===== config.mk =====
export PLATFORM = sky130hd
export DESIGN_NAME = bin_to_bcd_converter
export DESIGN_NICKNAME = d
export VERILOG_FILES = /design/src/rtl/bin_to_bcd_converter.sv
export SDC_FILE = /design/constraint.sdc
export NUM_CORES = 1
export LEC_CHECK = 0
export CELL_PAD_IN_SITES_DETAIL_PLACEMENT = 1
export CELL_PAD_IN_SITES_GLOBAL_PLACEMENT = 2
export CORE_ASPECT_RATIO = 1.2
export CORE_MARGIN = 2
export CORE_UTILIZATION = 29
export DETAILED_ROUTE_END_ITERATION = 6
export GPL_ROUTABILITY_DRIVEN = 0
export GPL_TIMING_DRIVEN = 0
export PLACE_DENSITY = 0.75
export SLEW_MARGIN = 5
export SYNTH_ARGS = -nofsm -noshare
export SYNTH_HDL_FRONTEND = slang
export SYNTH_SLANG_ARGS = --single-unit

===== constraint.sdc =====
create_clock -name clk -period 1.5 [get_ports clk]
set_input_delay 0.3 -clock clk [delete_from_list [all_inputs] [get_ports clk]]
set_output_delay 0.3 -clock clk [all_outputs]
set_load 0.02 [all_outputs]

===== src/rtl/bin_to_bcd_converter.sv =====
// ---------------------------------------------------------------------------
// bin_to_bcd_converter
//   Sequential shift-and-add-3 (double-dabble) binary to packed-BCD converter.
//   One conversion takes BIN_W SHIFT cycles; the result is registered and held
//   until the next conversion completes.
//
// Parameters
//   BIN_W  : binary input width (4..16)
//   DIGITS : number of BCD digits; must satisfy 10^DIGITS > 2^BIN_W-1
//
// Ports
//   clk   : in  - rising-edge clock
//   reset : in  - synchronous, active-high
//   start : in  - conversion request, accepted in IDLE or DONE
//   bin   : in  - value to convert, captured when start is accepted
//   busy  : out - conversion in progress
//   done  : out - one-cycle pulse, bcd/blank hold a new result
//   bcd   : out - packed result, digit 0 (ones) in bits [3:0]
//   blank : out - per-digit leading-zero blank flags
//
// Optional feature
//   BCD_LEADING_BLANK_EN : when defined, blank[i] (i>=1) flags digits that are
//   zero together with every higher digit; otherwise blank is tied to zero.
// ---------------------------------------------------------------------------
module bin_to_bcd_converter #(
    parameter int BIN_W  = 8,
    parameter int DIGITS = 3
) (
    input  logic                  clk,
    input  logic                  reset,
    input  logic                  start,
    input  logic [BIN_W-1:0]      bin,
    output logic                  busy,
    output logic                  done,
    output logic [4*DIGITS-1:0]   bcd,
    output logic [DIGITS-1:0]     blank
);

    localparam int          CNT_W = $clog2(BIN_W + 1);
    localparam int unsigned ND    = DIGITS;
    localparam int          SW    = 4 * DIGITS;

    typedef enum logic [1:0] {
        IDLE  = 2'd0,
        SHIFT = 2'd1,
        DONE  = 2'd2
    } state_t;

    state_t              state_q, state_d;
    logic [CNT_W-1:0]    cnt_q, cnt_d;
    logic [BIN_W-1:0]    sr_q, sr_d;
    logic [SW-1:0]       scratch_q, scratch_d;
    logic [SW-1:0]       bcd_q, bcd_d;
    logic                busy_q, busy_d;
    logic                done_q, done_d;

    // One double-dabble step on the current scratch/binary pair
    logic [SW-1:0]       adj;
    logic [SW+BIN_W-1:0] step;
    logic [SW-1:0]       scr_shift;
    logic [BIN_W-1:0]    sr_shift;

    always_comb begin
        adj = scratch_q;
        for (int unsigned i = 0; i < ND; i++) begin
            if (scratch_q[4*i +: 4] >= 4'd5)
                adj[4*i +: 4] = scratch_q[4*i +: 4] + 4'd3;
        end
        step      = {adj, sr_q} << 1;
        scr_shift = step[SW+BIN_W-1:BIN_W];
        sr_shift  = step[BIN_W-1:0];
    end

`ifdef BCD_LEADING_BLANK_EN
    localparam logic [DIGITS-1:0] BLANK_RST = {DIGITS{1'b1}} << 1;

    logic [DIGITS-1:0] blank_q, blank_d;

    // Walk from the top digit down; a digit is blank until a nonzero digit
    // has been seen at or above it. Digit 0 is never blanked.
    function automatic logic [DIGITS-1:0] blank_of(input logic [SW-1:0] v);
        logic seen;
        blank_of = '0;
        seen     = 1'b0;
        for (int unsigned i = ND - 1; i >= 1; i--) begin
            seen        = seen | (v[4*i +: 4] != 4'd0);
            blank_of[i] = ~seen;
        end
    endfunction
`endif

    always_comb begin
        state_d   = state_q;
        cnt_d     = cnt_q;
        sr_d      = sr_q;
        scratch_d = scratch_q;
        bcd_d     = bcd_q;
        busy_d    = busy_q;
        done_d    = 1'b0;
`ifdef BCD_LEADING_BLANK_EN
        blank_d   = blank_q;
`endif
        case (state_q)
            IDLE, DONE: begin
                busy_d = 1'b0;
                if (start) begin
                    sr_d      = bin;
                    scratch_d = '0;
                    cnt_d     = CNT_W'(BIN_W);
                    busy_d    = 1'b1;
                    state_d   = SHIFT;
                end else begin
                    state_d   = IDLE;
                end
            end
            SHIFT: begin
                scratch_d = scr_shift;
                sr_d      = sr_shift;
                cnt_d     = cnt_q - CNT_W'(1);
                // Last shift: publish the final scratch straight into the
                // output register so no intermediate value reaches bcd.
                if (cnt_q == CNT_W'(1)) begin
                    state_d = DONE;
                    busy_d  = 1'b0;
                    done_d  = 1'b1;
                    bcd_d   = scr_shift;
`ifdef BCD_LEADING_BLANK_EN
                    blank_d = blank_of(scr_shift);
`endif
                end
            end
            default: begin
                state_d = IDLE;
                busy_d  = 1'b0;
            end
        endcase
    end

    always_ff @(posedge clk) begin
        if (reset) begin
            state_q   <= IDLE;
            cnt_q     <= '0;
            sr_q      <= '0;
            scratch_q <= '0;
            bcd_q     <= '0;
            busy_q    <= 1'b0;
            done_q    <= 1'b0;
`ifdef BCD_LEADING_BLANK_EN
            blank_q   <= BLANK_RST;
`endif
        end else begin
            state_q   <= state_d;
            cnt_q     <= cnt_d;
            sr_q      <= sr_d;
            scratch_q <= scratch_d;
            bcd_q     <= bcd_d;
            busy_q    <= busy_d;
            done_q    <= done_d;
`ifdef BCD_LEADING_BLANK_EN
            blank_q   <= blank_d;
`endif
        end
    end

    assign busy = busy_q;
    assign done = done_q;
    assign bcd  = bcd_q;
`ifdef BCD_LEADING_BLANK_EN
    assign blank = blank_q;
`else
    assign blank = '0;
`endif

endmodule


=== After elaboration in Yosys (flattened, before gate mapping) ===
Index checks and enable logic that the tools add are counted.

* Add/sub/neg operators: 4
* $lt $le $gt $ge: 3
* Eq/ne operators: 5
* Muxes and demuxes: 16
* Bitwise operators: 1
* Reductions and logical operators: 6

{| class="wikitable"
|+ Operators by type and width
! kind !! number
|-
| $pmux 12 s2 || 1
|-
| $pmux 8 s2 || 1
|-
| $ge 4x3->1 const B || 3
|-
| $mux 12 || 1
|-
| $mux 4 || 3
|-
| $add 4x2->4 const B || 2
|-
| $mux 8 || 1
|-
| $pmux 4 s2 || 1
|-
| $eq 4x1->1 const B || 1
|-
| $mux 1 || 4
|-
| $ne 2x2->1 const B || 2
|-
| $pmux 2 s2 || 1
|-
| $reduce_and 2->1 || 2
|-
| $reduce_or 2->1 || 2
|-
| $sub 4x1->4 const B || 1
|-
| $add 3x2->3 const B || 1
|-
| $mux 3 || 1
|-
| $eq 2x1->1 const B || 1
|-
| $eq 2x2->1 const B || 1
|-
| $logic_not 2->1 || 1
|-
| $mux 2 || 1
|-
| $pmux 1 s2 || 1
|-
| $reduce_bool 2->1 || 1
|-
| $not 1->1 || 1
|}

* Register bits: 40
* Input bits: 11
* Output and inout bits: 17
* Logic and storage cells: 42

=== Depth between registers and ports, before layout ===
* Word-level depth: 4
* Gate-level depth with buffers: 6
* Gate-level depth less buffers: 6

=== Worst setup path before layout ===
OpenSTA, ideal clock, no wires.

* Path kind: reg-to-reg
* Start point: reg cnt_q[0]
* End point: reg bcd_q[1] (netlist: bcd[1])
* Setup time: 0.073 ns
* Data arrival time: 1.489 ns
* Data required time: 1.427 ns
* Slack: -0.061 ns
* Stages on the path, launching flop included: 6
* Buffers on the path: 1
* Period minus slack after synthesis: 1.561 ns
* Cells stage by stage: dfxtp_1 -> ha_1 -> or3b_4 -> or3_1 -> buf_6 -> o22ai_2

* Longest elaborated chain between the ends: 2

{| class="wikitable"
|+ Ends and longest elaborated chain
! item !! line !! RTL
|-
| start, declared || 50 || <nowiki>logic [CNT_W-1:0] cnt_q, cnt_d;</nowiki>
|-
| start signal, assigned || 153 || <nowiki>cnt_q <= cnt_d;</nowiki>
|-
| $eq 4x1->1 || 122 || <nowiki>if (cnt_q == CNT_W'(1)) begin</nowiki>
|-
| $reduce_and 2->1 (no line) || n/a ||
|-
| end signal, assigned || 145 || <nowiki>bcd_q <= '0;</nowiki>
|-
| end signal, assigned || 156 || <nowiki>bcd_q <= bcd_d;</nowiki>
|-
| end, declared || 53 || <nowiki>logic [SW-1:0] bcd_q, bcd_d;</nowiki>
|}

No other way between the ends.
A chain may end at the register's enable or synchronous reset.

=== Worst setup path in the final report ===
* Start point: reg cnt_q[1]
* End point: reg bcd_q[6] (netlist: bcd[6])

The elaborated chain is that of the path after synthesis.

==> metrics.md <==
| Metric | Value |
|---|---|
| Share of layout cells above drive strength 1 | 0.354 |
| Status | complete, but fails checks |
| Register bit total from synthesis | 40 |
| Die W | 76.2 um |
| Unrepaired setup endpoints after global routing | yes |
| Leakage power | 0.00101 uW |
| Final Max Tran Viols | 0 |
| Async SR Flop Fraction | 0 |
| # diodes | 0 |
| CTS buffer count | 5 |
| Top cell type's share of synthesized area | 0.442 |
| Post-Syn Area | 1810 um^2 |
| Die ar. | 6900 um^2 |
| Max Fclk | 625 MHz |
| Clk buf depth | 2 |
| Core area | 6050 um^2 |
| Period Utilization, post-route | 1.07 |
| P&R area growth vs syn | 46.0% |
| Worst setup margin | -0.101 ns |
| Peak VDD IR | 0.404 mV |
| CP Data Required Time | 1.73 ns |
| Drt pass-1 iters | 4 |
| Largest net degree at the start of global routing | 13 |
| Met2 WL post-DR | 2610 um |
| Final Instance Area | 2650 um^2 |
| Routed wire per std cell | 15.7 um |
| Gr usage total | 0.151 |
| Fin. Hold Viols | 0 |
| Skew final | 0.00735 ns |
| Worst endpoint data arrival time | 1.83 ns |
| First-pass GRT wire length | 8210 um |
| Number of cells on the worst hold path | 2 |
| Clock Latency Late Sink | 0.30 ns |
| Initial antenna violation count | 0 |
| Hold Path Class | register to register |
| Overall power | 2450 uW |
| Setup violators final | 11 |
| Crit-path max FO | 8 |
| Cells after Synth | 201 |
| Boundary Pins | 28 |
| Core Rows | 31 |
| Remaining DRCs | 0 |
| Clock sinks | 40 |
| Die height | 90.6 um |
| CTS tree | yes |
| Detailed-route wire length | 5150 um |
| Uppermost routed layer | met4 |
| Area contributors post-synth | dfxtp_1, a21oi_1, ha_1, o22ai_2, nand2b_1 |
| GRT Residual Overflow | 0 |
| Syn_area_per_cell | 9.02 um^2 |
| Area after DPL | 2160 um^2 |
| Number of fill cells in the layout | 699 |
| Vias in the first global route | 1681 |
| CTS root buffer | clkbuf_8 |
| Kind of critical path | register to register |
| Max Cap Viol | 0 |
| Failing checks | negative setup slack |
| Vias after detailed routing | 1617 |
| Main synth FF type | dfxtp_1 |
| WL met1 | 2310 um |
| Initial Util | 0.300 |
| Post-DP HPWL | 3100 um |
| Register area share after synthesis | 0.442 |
| Post-CTS Hold Buffers | 0 |
| Warnings, synthesis | 0 |
| CP Capture Type | register |
| Cell taking the most area after synthesis | dfxtp_1 |
| Initial DRC Count | 44 |
| EDFF count, synth | 0 |
| H-tree depth | 2 |
| Clock slew at reported path FFs | 0.08 ns |
| Final #Nets | 264 |
| Final Critical Period | 1.60 ns |
| Post-synthesis cell type count | 31 |
| Vias per cell | 4.93 |
| Startpoint types | register |
| Routed length on met3 | 148 um |
| # port buffers | 24 |
| Final antenna-violating net count | 0 |
| Power Density | 927 nW/um^2 |
| Reg2Reg Depth | 5 |
[synth_stat cells, types with 5 or more instances]
master and n:
inv_1 10, nand2b_1 11, clkbuf_1 8, dfxtp_1 40, nor3b_1 6, or3_1 6
a211oi_1 6, nor2_1 16, o22ai_2 6, a22oi_1 9, nand2_1 7, ha_1 8
o22ai_1 8, o21ai_0 5, a21oi_1 23
[logic make-up after synthesis]
| group | Yosys count | synth area share |
|---|---|---|
| other | 1 | 0.00207 |
| DFF | 40 | 0.442 |
| muxes | 4 | 0.0242 |
| AOI/OAI and AO/OA | 58 | 0.212 |
| buffers and inverters | 26 | 0.0676 |
| and+or+nand+nor | 61 | 0.183 |
| xor gates and xnor gates | 3 | 0.0145 |
| adders and majority gates | 8 | 0.0552 |
[area by class of cell]
class	count	area, um^2	share of cell area
Sequential cell	40	808	0.305
Clock buffer	7	96.3	0.0364
Inverter	10	37.5	0.0142
Tap cell	82	103	0.0388
Buffer	15	100	0.0378
Timing Repair Buffer	36	358	0.135
Multi-Input combinational cell	137	1110	0.421
Clock inverter	1	30.0	0.0113
[path summary, 6_finish.rpt]
check / slack [ns] / from / endpoint
min: 0.46 / sr_q[6]$_SDFFE_PP0P_ / sr_q[6]$_SDFFE_PP0P_
min reg2reg: 0.46 / sr_q[6]$_SDFFE_PP0P_ / sr_q[6]$_SDFFE_PP0P_
max reg2reg: -0.10 / cnt_q[1]$_SDFFE_PP0P_ / bcd[6]$_SDFFE_PP0P_
max: -0.10 / cnt_q[1]$_SDFFE_PP0P_ / bcd[6]$_SDFFE_PP0P_
[registers in the layout (all words and copies together), names as in the netlist]
register / flops
bcd: 12
busy: 1
cnt_q: 4
done: 1
scratch_q: 12
sr_q: 8
state_q: 2
[critical path: stages, from the launching register on]
cell     delay [ns]
dfxtp_2        0.33
inv_2          0.07
ha_4           0.12
or3b_4         0.40
or3_4          0.43
o22ai_2        0.18
[routing by layer]
layer | global-route usage | up-vias
met2 | 0.278 | 28
met5 | 0 | -
met3 | 0.0310 | 7
met1 | 0.173 | 794
met4 | 0.0530 | 0
li1 | - | 788
[report_power, final]
group          leakage (uW)  internal, uW  switching (uW)  total, uW
combinational      0.000613           153             188        341
sequential         0.000328          1100            28.5       1130
clock             0.0000645           588             398        985
total               0.00101          1840             614       2450
[placed cells by master, fill, tap and decap left out, drive strengths merged]
| cell type | netlist | final |
|---|---|---|
| a211oi | 6 | 6 |
| clkdlybuf4s50 | 0 | 10 |
| a31oi | 1 | 1 |
| mux2i | 1 | 1 |
| xnor2 | 3 | 3 |
| dlygate4sd2 | 0 | 14 |
| or3b | 1 | 1 |
| buf | 8 | 18 |
| nand3b | 3 | 3 |
| ha | 8 | 8 |
| nor3b | 6 | 6 |
| nand2 | 7 | 7 |
| clkbuf | 8 | 16 |
| nor4 | 1 | 1 |
| mux2 | 3 | 3 |
| o22ai | 14 | 14 |
| nor3 | 4 | 4 |
| a22oi | 9 | 9 |
| nor2 | 17 | 17 |
| dfxtp | 40 | 40 |
| or3 | 6 | 6 |
| bufinv | 0 | 1 |
| a21oi | 23 | 23 |
| inv | 10 | 10 |
| conb | 1 | 3 |
| o21ai | 5 | 5 |
| nand2b | 11 | 11 |
| nor2b | 2 | 2 |
| nand3 | 3 | 3 |
[metrics by stage]
| step | util | setup slack, ns | hold slack, ns | TNS [ns] | cells |
|---|---|---|---|---|---|
| floorplan | - | -0.0424 | 0.437 | -0.320 | 203 |
| global placement | 0.358 | -0.535 | 0.450 | -13.46 | 309 |
| detailed placement | 0.358 | -0.534 | 0.451 | -14.08 | 309 |
| CTS | 0.421 | -0.0985 | 0.462 | -0.970 | 330 |
| global route | 0.437 | -0.172 | 0.493 | -1.51 | 328 |
| finish | 0.437 | -0.101 | 0.457 | -0.733 | 328 |
[what timing repair did]
action                     in CTS  in global routing
pin swaps                       8                 10
buffers inserted               12                  0
hold endpoints to repair        0                  0
gates cloned                    2                  0
gates resized for setup        47                 38
setup endpoints to repair      51                 32
No activity file was read; power rests on OpenSTA's default activity.
